==> src/rtl/fifo_core.sv <==
// Single-clock RAM FIFO with an extra wrap bit on each pointer to tell full from empty.
// Read data is registered: dout loads the head word on the edge that accepts rd.
module fifo_core #(
    parameter int DATA_WIDTH = 32,
    parameter int DEPTH_LOG2 = 4
) (
    input  logic                  clk,
    input  logic                  rst,
    input  logic                  wr,
    input  logic [DATA_WIDTH-1:0] din,
    output logic                  full,
    input  logic                  rd,
    output logic                  empty,
    output logic [DATA_WIDTH-1:0] dout
);

    localparam int PTR_W = DEPTH_LOG2 + 1;
    localparam int DEPTH = 1 << DEPTH_LOG2;

    logic [DATA_WIDTH-1:0] mem [DEPTH];
    logic [PTR_W-1:0]      wr_ptr;
    logic [PTR_W-1:0]      rd_ptr;
    logic                  wr_en;
    logic                  rd_en;

    // Same slot with opposite wrap bits means the writer has lapped the reader.
    assign empty = (wr_ptr == rd_ptr);
    assign full  = (wr_ptr[DEPTH_LOG2-1:0] == rd_ptr[DEPTH_LOG2-1:0]) &&
                   (wr_ptr[DEPTH_LOG2] != rd_ptr[DEPTH_LOG2]);
    assign wr_en = wr && !full;
    assign rd_en = rd && !empty;

    always_ff @(posedge clk) begin
        if (wr_en) begin
            mem[wr_ptr[DEPTH_LOG2-1:0]] <= din;
        end
    end

    always_ff @(posedge clk) begin
        if (rst) begin
            wr_ptr <= '0;
            rd_ptr <= '0;
            dout   <= '0;
        end else begin
            if (wr_en) begin
                wr_ptr <= wr_ptr + PTR_W'(1);
            end
            if (rd_en) begin
                rd_ptr <= rd_ptr + PTR_W'(1);
                dout   <= mem[rd_ptr[DEPTH_LOG2-1:0]];
            end
        end
    end

endmodule

==> src/rtl/fifo.sv <==
// Generic FIFO: standard registered-read mode, or first-word fall-through when LOOKAHEAD=1.
// In lookahead mode the core's output register doubles as the head word; only a valid flag is added.
module fifo #(
    parameter int DATA_WIDTH = 32,
    parameter int DEPTH_LOG2 = 4,
    parameter int LOOKAHEAD  = 0
) (
    input  logic                  clk,
    input  logic                  rst,
    output logic                  full,
    input  logic                  wr,
    input  logic [DATA_WIDTH-1:0] din,
    output logic                  empty,
    input  logic                  rd,
    output logic [DATA_WIDTH-1:0] dout
);

    logic                  core_rd;
    logic                  core_empty;
    logic [DATA_WIDTH-1:0] core_dout;

    fifo_core #(
        .DATA_WIDTH(DATA_WIDTH),
        .DEPTH_LOG2(DEPTH_LOG2)
    ) u_core (
        .clk  (clk),
        .rst  (rst),
        .wr   (wr),
        .din  (din),
        .full (full),
        .rd   (core_rd),
        .empty(core_empty),
        .dout (core_dout)
    );

    generate
        if (LOOKAHEAD != 0) begin : g_lookahead
            logic head_valid;

            // Refill whenever the head slot is free or being popped this cycle.
            assign core_rd = !core_empty && (!head_valid || rd);
            assign empty   = !head_valid;
            assign dout    = core_dout;

            always_ff @(posedge clk) begin
                if (rst) begin
                    head_valid <= 1'b0;
                end else if (core_rd) begin
                    head_valid <= 1'b1;
                end else if (rd) begin
                    head_valid <= 1'b0;
                end
            end
        end else begin : g_standard
            assign core_rd = rd;
            assign empty   = core_empty;
            assign dout    = core_dout;
        end
    endgenerate

endmodule

==> config.mk <==
export PLATFORM = sky130hd
export DESIGN_NAME = fifo
export DESIGN_NICKNAME = d
export VERILOG_FILES = /design/src/rtl/fifo_core.sv /design/src/rtl/fifo.sv
export SDC_FILE = /design/constraint.sdc
export NUM_CORES = 1
export LEC_CHECK = 0
export CAP_MARGIN = 30
export CORE_MARGIN = 2
export CORE_UTILIZATION = 35
export DETAILED_ROUTE_END_ITERATION = 12
export SLEW_MARGIN = 40
export SYNTH_ARGS = -nofsm -noshare
export SYNTH_HDL_FRONTEND = slang
export SYNTH_HIERARCHICAL = 1
export SYNTH_SLANG_ARGS = --single-unit
==> constraint.sdc <==
create_clock -name clk -period 4.9 [get_ports clk]
set_input_delay 1.47 -clock clk [delete_from_list [all_inputs] [get_ports clk]]
set_output_delay 1.47 -clock clk [all_outputs]
set_load 0.01 [all_outputs]
# --- Word level (Yosys, flattened, before mapping) ---
# Memories as Yosys holds them, arrays and structs flattened. A register that Yosys moved wholly into a read port is not among the register bits.
# Index checks and enable logic that the tools add are counted.
op_classes:
  n_addsub: 2
  reduce_logical: 5
  eq_ne: 3
  n_mux: 2
op_table:
  columns: ["cell", "count"]
  rows:
  - ["$add 5x1->5 const B", 2]
  - ["$eq 5x5->1", 1]
  - ["$eq 4x4->1", 1]
  - ["$logic_and 1x1->1", 3]
  - ["$logic_not 1->1", 2]
  - ["$mux 1", 2]
  - ["$ne 1x1->1", 1]
word_totals:
  ramBits: 512
  out_inout_bits: 34
  memories: 1
  word_cells: 15
  register_bits: 10
memory_table:
  columns: ["name", "depth", "width", "read_ports", "rd_clocked_by_memory_dff", "write_ports", "line_no", "source"]
  rows:
  - ["u_core.mem", 16, 32, 1, 1, 1, "fifo_core.sv:20", "logic [DATA_WIDTH-1:0] mem [DEPTH];"]

# --- Logic depth before layout (Yosys ltp) ---
logic_depth:
  word_depth: 6
  mapped_depth: 8
  mapped_depth_nobuf: 5

# --- Worst setup path before layout ---
# OpenSTA, ideal clock, no wires.
synth_timing:
  kind: "input port to flip-flop"
  startpoint: "input wr"
  endpoint: "memory u_core.mem[3][0], enable pin"
  t_arrival_ps: 3845
  required_ps: 4439
  path_slack_ps: 594
  stages: 2
  setup_ps: 461
  cell_sequence: "o211ai_1 > nor3_1"
synth_between:
  elab_chain_len: 3
synth_rtl:
  columns: ["element", "line_no", "source"]
  rows:
  - ["from (decl)", "fifo.sv:11", "input logic wr,"]
  - ["$logic_and 1x1->1", "fifo_core.sv:30", "assign wr_en = wr && !full;"]
  - ["$mux 1", "fifo_core.sv:34", "if (wr_en) begin"]
  - ["$mux 1 (not written as such)", "fifo_core.sv:35", "mem[wr_ptr[DEPTH_LOG2-1:0]] <= din;"]
  - ["to (decl)", "fifo_core.sv:20", null]
# No other way between the ends.

# --- Worst setup path after layout ---
layout_timing:
  startpoint: "register u_core.rd_ptr[0]"
  endpoint: "output empty"
layout_between:
  elab_chain_len: 1
layout_rtl:
  columns: ["element", "line_no", "source"]
  rows:
  - ["from (decl)", "fifo_core.sv:22", "logic [PTR_W-1:0] rd_ptr;"]
  - ["from (signal assigned)", "fifo_core.sv:49", "rd_ptr <= rd_ptr + PTR_W'(1);"]
  - ["$eq 5x5->1", "fifo_core.sv:27", "assign empty = (wr_ptr == rd_ptr);"]
  - ["to (decl)", "fifo.sv:13", "output logic empty,"]
# No other way between the ends.

==> results.ini <==
[status]
status=finished clean

[floorplan]
core_region_area_mm2=0.06025
start_util_pct=35.31
io_pins=70
row_count=90
die_x_um=250.5
dieHeight_um=250.5
dieArea_mm2=0.06277

[finish]
final_nets=1193
layout-drive-gt1-share_pct=22.94
final_area_mm2=0.02449
nFillCells=5259
area_growth_pct=15.11
post-route-util_pct=40.65
diodes=0

[detailed_routing]
ant_nets=0
avgRoutedWirePerCell_um=23.97
drtIter0Drc=973
vias=10400
highest_layer=met4
m1WireLength_mm=22.29
drt_pass1_iterations=5
dr_wl_met2_mm=21.76
wl_mm=47.27
via_per_inst=5.273
dr_wl_met3_mm=2.517
drc_errors=0

[global_routing]
grt_start_max_net_pins=72
grt_pass1_vias=10490
grt_usage_pct=15.03
grt_pass1_wl_mm=70.03
grt_overflow=0
antenna_found_initial=2

[run]
maxCapViolCount=0

[hold_path]
holdCritPathClass=reg2reg

[synth]
yosysTopAreaCell=edfxtp_1
syn_nets=1122
ys_seq_area_share_pct=76.23
ys_seq_elements=554
yosys_warnings=6
netlist_area_mm2=0.02127
yosysTopAreaCellShare_pct=72.27
netlist_instances=1081
synth_cell_type_count=35
synth.avg_cell_area_um2=19.68
yosys-top-cells-area=edfxtp_1, mux4_2, dfxtp_1

[power_and_ir_drop]
total_power_mw=10.37
total_leakage_power_nw=7.393
p_per_area_mw_per_mm2=423.4
irDropWorstVdd_uv=267.3

[setup_path]
cp_cell_sequence=xnor2_1, nand4_2, nor2_1, clkdlybuf4s50_1
start_kind=flip-flop
required_ns=3.43
cpLargestDelayFamily=flip-flops
cp_max_fo=31
cp_num_buf_inv=1
criticalPathCategory=reg2out
cp_slowest_cell=dfxtp_4
worstSetupEndpointType=output pin
cp_slowest_stage_delay_ns=0.67
worstPathArrival_ns=2.41

[sta]
fin_crit_ns=3.879
tns_ns=0
finalCritPeriodShare_pct=79.17
worst_pin_slew_ns=0.7518
hold_violations=0
setup_violations=0
rsz0062_at_grt=false
max_slew_margin_pct=49.77
fin_ws_ns=1.021
fin_skew_ns=0.01426
max_freq_ghz=0.2578
drv_slew=0

[cts]
clkLatencyLatePin_ns=0.57
cts_tree=done
cts_max_level=2
cts_setup_buffers=0
cts_resized=0
clock-root-buffer=clkbuf_16
cts_hold_buf=0
cts_buffer_depth=3
clock-sinks=554
clk_pin_slew_ns=0.06
cts_made_buffers=53

[placement]
postPlaceCellArea_mm2=0.02285
pre_cts_slack_ns=0.9152
dp_hpwl_mm=27.32
portBuffers=69
place_congestion=0.7193

==> routing by layer <==
metal	vias up	track usage, %
met5	-	0
met4	0	3.473
met3	54	2.452
met2	283	23.29
met1	5510	22.30
li1	4552	-
==> final timing paths <==
check                                start                           to  slack [ns]  depth (start not counted)
max reg2reg  u_core/rd_ptr[0]$_SDFFE_PP0P_  u_core/mem[9][25]$_DFFE_PP_        1.83                          5
max          u_core/rd_ptr[0]$_SDFFE_PP0P_                        empty        1.02                          4
min            u_core/dout[1]$_SDFFE_PP0P_  u_core/dout[1]$_SDFFE_PP0P_        0.49                          2
min reg2reg    u_core/dout[1]$_SDFFE_PP0P_  u_core/dout[1]$_SDFFE_PP0P_        0.49                          2
==> area by class of cell <==
cell class                 instances  area [µm²]  share of cell area [%]
sequential                       554       16230                   66.27
multi-input combinational        454        4770                   19.48
clock buffer                      70        1410                   5.759
tap                              782       978.4                   3.996
timing repair buffer              86       859.6                   3.510
clock inverter                    23       227.7                  0.9299
inverter                           3       13.76                 0.05621
==> flip-flops by register name, indices dropped and copies added (netlist names) <==
name,flops
u_core/dout,32
u_core/mem,512
u_core/rd_ptr,5
u_core/wr_ptr,5
==> worst register-to-register path: cells and delay by family (launching register included) <==
kind	cells	cell delay [ns]
AND/OR/NAND/NOR	2	1.00
AO/OA/AOI/OAI	1	0.54
buffers and inverters	1	0.37
flip-flops	1	0.67
XOR/XNOR	1	0.17
==> synth_stat cells <==
| cell type | instances |
|---|---|
| nor3_1 | 65 |
| mux2_2 | 65 |
| o21a_1 | 2 |
| dfxtp_1 | 42 |
| a21oi_1 | 3 |
| nand4_2 | 1 |
| a31o_2 | 1 |
| or3_1 | 1 |
| buf_2 | 25 |
| buf_1 | 4 |
| o211ai_1 | 1 |
| nand4_1 | 1 |
| o21ai_2 | 1 |
| inv_1 | 3 |
| and3_1 | 12 |
| o2111ai_1 | 1 |
| nand3_1 | 2 |
| o22ai_1 | 32 |
| clkbuf_1 | 28 |
| a211oi_1 | 64 |
| nand2b_1 | 2 |
| buf_4 | 7 |
| nor2b_1 | 38 |
| mux4_2 | 96 |
| nand2_1 | 4 |
| and2_1 | 1 |
| nor2_1 | 42 |
| or4_1 | 1 |
| xor2_1 | 3 |
| mux2i_1 | 1 |
| xnor2_1 | 7 |
| buf_6 | 6 |
| edfxtp_1 | 512 |
| o21ai_0 | 2 |
| ha_1 | 5 |
==> where the power goes <==
part | switching [mW] | internal, mW
Clock | 1.64 | 2.27
Combinational | 0.621 | 0.469
Sequential | 0.0830 | 5.29
==> logic make-up (layout without fill, tap and decap cells) <==
| kind of cell | after synthesis | after routing | share of synthesized area, % |
|---|---|---|---|
| multiplexers | 162 | 162 | 13.65 |
| AND/OR/NAND/NOR | 170 | 170 | 4.100 |
| XOR/XNOR | 10 | 10 | 0.4117 |
| buffers and inverters | 73 | 182 | 1.770 |
| AO/OA/AOI/OAI | 107 | 107 | 3.547 |
| adder cells (fa/ha/maj) | 5 | 5 | 0.2941 |
| flip-flops | 554 | 554 | 76.23 |
==> through the flow <==
stage	hold WS, ns	instances
2_1_floorplan	0.4942	1081
3_3_place_gp	0.4847	1877
3_5_place_dp	0.4807	1879
4_1_cts	0.4927	1972
5_1_grt	0.5230	1972
6_report	0.4893	1972
==> cells in the final DEF, fill, tap and decap left out, drive strengths merged, types with 2 or more instances in the layout <==
| cell type | count |
|---|---|
| nor2b | 38 |
| nand3 | 2 |
| mux2 | 65 |
| nor2 | 42 |
| mux4 | 96 |
| clkbuf | 70 |
| o21a | 2 |
| nor3 | 65 |
| a211oi | 64 |
| clkinv | 18 |
| edfxtp | 512 |
| clkdlybuf4s50 | 67 |
| nand4 | 2 |
| bufinv | 5 |
| and3 | 12 |
| ha | 5 |
| xnor2 | 7 |
| nand2 | 4 |
| dfxtp | 42 |
| inv | 3 |
| buf | 19 |
| a21oi | 3 |
| o22ai | 32 |
| nand2b | 2 |
| xor2 | 3 |
| o21ai | 3 |
No activity file was read; power rests on OpenSTA's default activity.
